===== src/rtl/button_event.sv =====
// button_event
//   Turns a debounced button level into press, release, long-press and
//   auto-repeat events. Every output is a register; nothing is combinational
//   from btn_debounced.
//
//   Parameters
//     LONG_PRESS_TIME : edges from the press edge until a hold counts as long (>= 2)
//     REPEAT_PERIOD   : edges between auto-repeat pulses while long-held (>= 1)
//
//   Ports
//     clk           : system clock, rising edge
//     rst           : asynchronous active-high reset
//     btn_debounced : clean button level, 1 = pressed
//     press_pulse   : one-cycle pulse after a press
//     release_pulse : one-cycle pulse after a release
//     long_pulse    : one-cycle pulse when the hold becomes long
//     repeat_pulse  : one-cycle auto-repeat pulse during a long hold
//     long_held     : high while in the long-hold state
//
//   Configuration
//     BUTTON_EVENT_REPEAT_EN : when defined, the repeat counter and
//     repeat_pulse generation are built; otherwise repeat_pulse is tied to 0.
module button_event #(
    parameter int LONG_PRESS_TIME = 50000000,
    parameter int REPEAT_PERIOD   = 10000000
) (
    input  logic clk,
    input  logic rst,
    input  logic btn_debounced,
    output logic press_pulse,
    output logic release_pulse,
    output logic long_pulse,
    output logic repeat_pulse,
    output logic long_held
);

    typedef enum logic [1:0] {
        IDLE,
        PRESSED,
        LONG
    } state_t;

    // Counter starts at 0 on the press edge, so the threshold edge sees
    // LONG_PRESS_TIME-1 in the register.
    localparam logic [31:0] LONG_LAST = 32'(LONG_PRESS_TIME - 1);

    state_t      state_q, state_d;
    logic        btn_prev_q;
    logic [31:0] hold_q, hold_d;
    logic        press_q, press_d;
    logic        release_q, release_d;
    logic        long_q, long_d;
    logic        long_held_q, long_held_d;
    logic        rise, fall;

`ifdef BUTTON_EVENT_REPEAT_EN
    localparam logic [31:0] REP_LAST = 32'(REPEAT_PERIOD - 1);
    logic [31:0] rep_q, rep_d;
    logic        repeat_q, repeat_d;
`else
    logic [31:0] rep_period_unused;
    assign rep_period_unused = 32'(REPEAT_PERIOD);
`endif

    assign rise = btn_debounced & ~btn_prev_q;
    assign fall = ~btn_debounced & btn_prev_q;

    always_comb begin
        state_d   = state_q;
        hold_d    = hold_q;
        press_d   = 1'b0;
        release_d = 1'b0;
        long_d    = 1'b0;
`ifdef BUTTON_EVENT_REPEAT_EN
        rep_d     = rep_q;
        repeat_d  = 1'b0;
`endif
        case (state_q)
            IDLE: begin
                if (rise) begin
                    state_d = PRESSED;
                    hold_d  = '0;
                    press_d = 1'b1;
                end
            end
            PRESSED: begin
                // Release wins over a coincident long threshold.
                if (fall) begin
                    state_d   = IDLE;
                    release_d = 1'b1;
                    hold_d    = '0;
`ifdef BUTTON_EVENT_REPEAT_EN
                    rep_d     = '0;
`endif
                end else if (btn_debounced) begin
                    if (hold_q != '1) begin
                        hold_d = hold_q + 32'd1;
                    end
                    if (hold_q == LONG_LAST) begin
                        state_d = LONG;
                        long_d  = 1'b1;
`ifdef BUTTON_EVENT_REPEAT_EN
                        rep_d   = '0;
`endif
                    end
                end
            end
            LONG: begin
                // Release wins over a coincident repeat edge.
                if (fall) begin
                    state_d   = IDLE;
                    release_d = 1'b1;
                    hold_d    = '0;
`ifdef BUTTON_EVENT_REPEAT_EN
                    rep_d     = '0;
`endif
                end else if (btn_debounced) begin
`ifdef BUTTON_EVENT_REPEAT_EN
                    if (rep_q == REP_LAST) begin
                        repeat_d = 1'b1;
                        rep_d    = '0;
                    end else begin
                        rep_d = rep_q + 32'd1;
                    end
`endif
                end
            end
            default: begin
                state_d = IDLE;
            end
        endcase
        long_held_d = (state_d == LONG);
    end

    always_ff @(posedge clk or posedge rst) begin
        if (rst) begin
            state_q     <= IDLE;
            btn_prev_q  <= 1'b0;
            hold_q      <= '0;
            press_q     <= 1'b0;
            release_q   <= 1'b0;
            long_q      <= 1'b0;
            long_held_q <= 1'b0;
        end else begin
            state_q     <= state_d;
            btn_prev_q  <= btn_debounced;
            hold_q      <= hold_d;
            press_q     <= press_d;
            release_q   <= release_d;
            long_q      <= long_d;
            long_held_q <= long_held_d;
        end
    end

`ifdef BUTTON_EVENT_REPEAT_EN
    always_ff @(posedge clk or posedge rst) begin
        if (rst) begin
            rep_q    <= '0;
            repeat_q <= 1'b0;
        end else begin
            rep_q    <= rep_d;
            repeat_q <= repeat_d;
        end
    end
    assign repeat_pulse = repeat_q;
`else
    assign repeat_pulse = 1'b0;
`endif

    assign press_pulse   = press_q;
    assign release_pulse = release_q;
    assign long_pulse    = long_q;
    assign long_held     = long_held_q;

endmodule

===== config.mk =====
export PLATFORM = sky130hd
export DESIGN_NAME = button_event
export DESIGN_NICKNAME = d
export VERILOG_FILES = /design/src/rtl/button_event.sv
export SDC_FILE = /design/constraint.sdc
export NUM_CORES = 1
export LEC_CHECK = 0
export CAP_MARGIN = 20
export CORE_MARGIN = 5
export CORE_UTILIZATION = 37
export CTS_BUF_LIST = sky130_fd_sc_hd__clkbuf_16
export DETAILED_ROUTE_END_ITERATION = 8
export GPL_TIMING_DRIVEN = 0
export SLEW_MARGIN = 30
export SYNTH_ARGS = -nofsm -noshare
export SYNTH_HDL_FRONTEND = slang
export SYNTH_SLANG_ARGS = --single-unit
export TNS_END_PERCENT = 20

===== constraint.sdc =====
create_clock -name clk -period 2.3 [get_ports clk]
set_input_delay 0.345 -clock clk [delete_from_list [all_inputs] [get_ports clk]]
set_output_delay 0.345 -clock clk [all_outputs]
set_load 0.005 [all_outputs]

==> Word level (Yosys, flattened, before mapping) <==
Cells that the tools add are included.
{ "word_totals": {"mem_bits_rw": 0, "output_inout_bits": 5, "register_bits": 39, "elab_cells": 45, "inputBits": 3, "latchBits": 0, "rom_bits": 0, "mem_count": 0} }
{ "op_classes": {"shifts": 0, "n_eq_ne": 9, "n_div": 0, "multipliers": 0, "bitwise": 4, "n_lt_le_gt_ge": 0, "muxes": 20, "addsub": 1, "reduce_logical": 4} }
{ "ops": {"columns": ["operator", "n"], "rows": [
  ["$mux 32", 5],
  ["$pmux 32 s3", 1],
  ["$add 32x1->32 const B", 1],
  ["$eq 32x26->1 const B", 1],
  ["$ne 32x32->1 const B", 1],
  ["$mux 2", 5],
  ["$mux 1", 8],
  ["$ne 3x3->1 const B", 2],
  ["$pmux 2 s3", 1],
  ["$reduce_and 5->1", 1],
  ["$eq 2x2->1 const B", 2],
  ["$ne 2x2->1 const B", 2],
  ["$reduce_bool 3->1", 1],
  ["$and 1x1->1", 2],
  ["$eq 2x1->1 const B", 1],
  ["$logic_not 2->1", 1],
  ["$not 1->1", 2],
  ["$reduce_or 2->1", 1]
]} }

==> Longest topological paths before layout <==
{ "logic_depth": {"depth_word": 6, "mapped_depth": 9, "mapped_depth_nobuf": 7} }

==> Worst setup path after synthesis <==
Ideal clock, no wire load.
{ "synth_timing": {"path_type": "flip-flop to flip-flop", "from": "reg hold_q[0]", "to": "reg hold_q[18]", "arrival_time_ns": 2.096, "required_ns": 2.154, "path_stages_with_launch": 9, "setup_ns": 0.146, "period_less_slack_ns": 2.242, "n_path_buf": 2, "slack_ns": 0.058, "path_cell_list": "dfrtp_1 ha_1 nand4_1 or4_4 buf_6 or3_1 buf_2 a41oi_1 a21oi_1"} }
{ "synth_via": {"elab_chain_len": 5, "elab_cells_between_ends": 8, "classes_between": "add/sub: 1; eq/ne: 2; mux: 4; reduce/logical: 1"} }
{ "synth_rtl": {"columns": ["element", "line", "text"], "rows": [
  ["start: declaration", "49", "logic [31:0] hold_q, hold_d;"],
  ["start signal: assignment", "147", "hold_q <= hold_d;"],
  ["$add 32x1->32", "97", "hold_d = hold_q + 32'd1;"],
  ["$mux 32", "96", "if (hold_q != '1) begin"],
  ["$mux 32", "95", "end else if (btn_debounced) begin"],
  ["$mux 32", "88", "if (fall) begin"],
  ["$pmux 32 s3", "78", "case (state_q)"]
]} }
Parallel ways exist; a longest one is shown, timed or not. The select of a mux whose other input is x is not followed.
A chain may end at the register's enable or synchronous reset.

==> Worst setup path in the final report <==
{ "layout_timing": {"from": "reg hold_q[1]", "to": "reg hold_q[19]"} }
The elaborated chain is that of the path after synthesis.

==> flow_summary.ini <==
[pwr]
p_leak_nw = 1.283
vdd_ir_drop_max_v = 0.0002722
finalPower_mw = 2.147
powerDensity_mw_per_mm2 = 680.3

[global_route]
first_global_vias = 2264
grt_overflow = 0
antenna_found_initial = 0
grt_usage = 0.1748
grt_max_degree = 21
grt_pass1_wl_um = 11950

[critical_path]
start_kind = flip-flop
worstRegToRegCells = 7
worstPathRequired_ns = 2.45
path_class = reg -> reg
crit_fanout = 8
end_kind = flip-flop
cp_data_arrival_time_ns = 2.40

[timing]
hold_violations = 0
rsz0062_at_grt = true
tightestPinTransition_ns = 0.6404
fmax_ghz = 0.4441
layout_worst_path_cycle_share = 0.9791
period_minus_slack_ns = 2.252
fin_skew_ns = 0.007203
drv_slew = 0
fin_hold_ws_ns = 0.4182
setup_viol = 0
slew_headroom = 0.5692

[synthesis]
ys.flop_type = dfrtp_1
synthArstFlopShare = 1.000
synth_edf_count = 0
ys_seq_area_frac = 0.3799
synth_cell_types = 49
mappedNetlistNets = 300
synth_seq_cells = 39
synth_area_per_cell_um2 = 8.827
ys_warn_count = 0
synth_area_mm2 = 0.002569
synthCells = 291

[floorplanning]
num_rows = 30
io_pins = 8
die-area_mm2 = 0.008709
core-area_mm2 = 0.006794
start_util = 0.3781
die_w_um = 93.32
die_h_um = 93.32

[hold_path]
hold_path.class = in -> async

[clock_tree]
clockBufferDepth = 2
cts-root-buf = clkbuf_16
tritoncts = built
clk_pin_slew_worst_paths_ns = 0.06
htreeDepth = 2
cts.sink_count = 39
cts_hold_buf = 0
numCtsBuffers = 5
clk_latency_ns = 0.28

[detailed_routing]
vias_per_cell = 6.097
drtIter0Drc = 232
drt_first_pass_iters = 5
ant_nets = 0
routed_wl_um = 7281
num_vias = 2506
drc = 0
wire_per_inst_um = 17.72

[placed_design]
gp_congestion = 0.8804
placed_cell_area_mm2 = 0.002781
dp.final_hpwl_um = 5005
port_buffers = 6

[layout]
fin_area_mm2 = 0.003156
utilization = 0.4645
areaGrowthSynthToFinish_pct = 22.84
nets = 323
antenna-diode-count = 0
final_layout_size_suffix_gt1_frac = 0.2063

[run]
drv_cap = 0

[outcome]
outcome = finished clean
## final timing paths
| kind | from | to | slack [ns] |
|---|---|---|---|
| hold reg to reg | hold_q[0] | hold_q[0] | 0.53 |
| setup / recovery | hold_q[1] | hold_q[19] | 0.05 |
| min in group clk | hold_q[0] | hold_q[0] | 0.53 |
| max in group asynchronous | rst | hold_q[8] | 1.40 |
| setup reg to reg | hold_q[1] | hold_q[19] | 0.05 |
| hold / removal | rst | long_held | 0.42 |
## sequential cells by signal, indices dropped and copies added, names as in the netlist
register	count
state_q	2
release_pulse	1
btn_prev_q	1
hold_q	32
press_pulse	1
long_pulse	1
long_held	1
## Yosys cell counts, types with 4 or more instances
master    instances  area share
nand3_1          20       0.039
a21o_1            5       0.015
nor3_1           11       0.021
nor2_1           12       0.018
a21oi_1          10       0.019
and2_1            4      0.0097
inv_1            13       0.019
dfrtp_1          39        0.38
nand4_1          11       0.027
and4_1            4       0.014
nand2b_1          6       0.015
a31oi_1           7       0.017
ha_1              6       0.029
nand2_1          28       0.041
nor4_1            9       0.022
a31o_1            4       0.014
or3_1             8       0.019
and3_1            8       0.019
o41ai_1           5       0.017
nor4b_1           5       0.017
o311ai_0          7       0.024
o31ai_1           6       0.018
clkbuf_1         11       0.016
mux2i_1           7       0.027
o21ai_0           4      0.0078
a211o_1           4       0.014
or4_1             6       0.018
## worst max-delay path: stages (launching register included)
cell and delay, ns:
dfrtp_1 0.42, ha_4 0.17, nand4_1 0.17, or4_4 0.58, or3_1 0.40, buf_6 0.15, a31oi_1 0.16, a31oi_1 0.06
## cells by family after synthesis
| logic type | count (synthesis) | synth area share |
|---|---|---|
| and+or+nand+nor | 141 | 0.3142 |
| AOI/OAI and AO/OA | 68 | 0.1973 |
| adders and majority gates | 6 | 0.02922 |
| DFF | 39 | 0.3799 |
| other | 1 | 0.001460 |
| muxes | 7 | 0.02728 |
| buffers and inverters | 29 | 0.05066 |
## per-stage QoR
stage	instances	TNS (ns)	setup slack, ns
after global routing	411	-0.4868	-0.08604
final	411	0	0.04802
after detailed placement	394	-18.62	-0.7077
after global placement	393	-31.91	-1.123
after CTS	405	-0.1537	-0.05645
after floorplan	291	0	0.05835
## routing by layer
layer	part of all wire	track usage	up-vias
met5	0	0	-
met4	0.013	0.05983	0
met3	0.056	0.03218	11
met2	0.46	0.2668	96
met1	0.47	0.2471	1230
li1	-	-	1169
## repair_timing
item                                    in CTS  in global routing
hold endpoints to repair                     0                  0
gates resized for setup                     18                 35
pin swaps                                    3                  9
setup buffers                                3                  7
endpoints found under the setup margin      33                 34
## final cells by class
cell class / instances / area, µm²
well taps: 96 / 120.1
fillers: 652 / 3638
multi-input cells: 223 / 1613
repair buffers: 17 / 162.7
clock buffers: 5 / 125.1
flip-flops and latches: 39 / 984.7
plain buffers: 15 / 88.84
inverters: 13 / 48.80
clock inverters: 3 / 12.51
## power by group
group | leakage [nW] | switching (mW) | internal, mW
clock | 0.0762 | 0.273 | 0.392
sequential | 0.528 | 0.0365 | 0.717
combinational | 0.679 | 0.490 | 0.239
total | 1.28 | 0.799 | 1.35
## cells in the final DEF, fill, tap and decap left out, types with 5 or more instances in the layout
cell / count
o31ai_1: 6
nand2_1: 26
nor4_1: 8
nor2_1: 11
nand3_1: 18
clkdlybuf4s50_1: 6
dfrtp_1: 32
a31oi_1: 6
nand4_1: 11
nand2b_1: 5
buf_4: 12
a21oi_1: 9
or3_1: 8
mux2i_1: 7
nor3_1: 9
and3_1: 8
dfrtp_2: 7
clkbuf_16: 5
or4_1: 6
inv_1: 14
clkbuf_1: 5
Note: power is estimated with default switching activity, not from simulation.
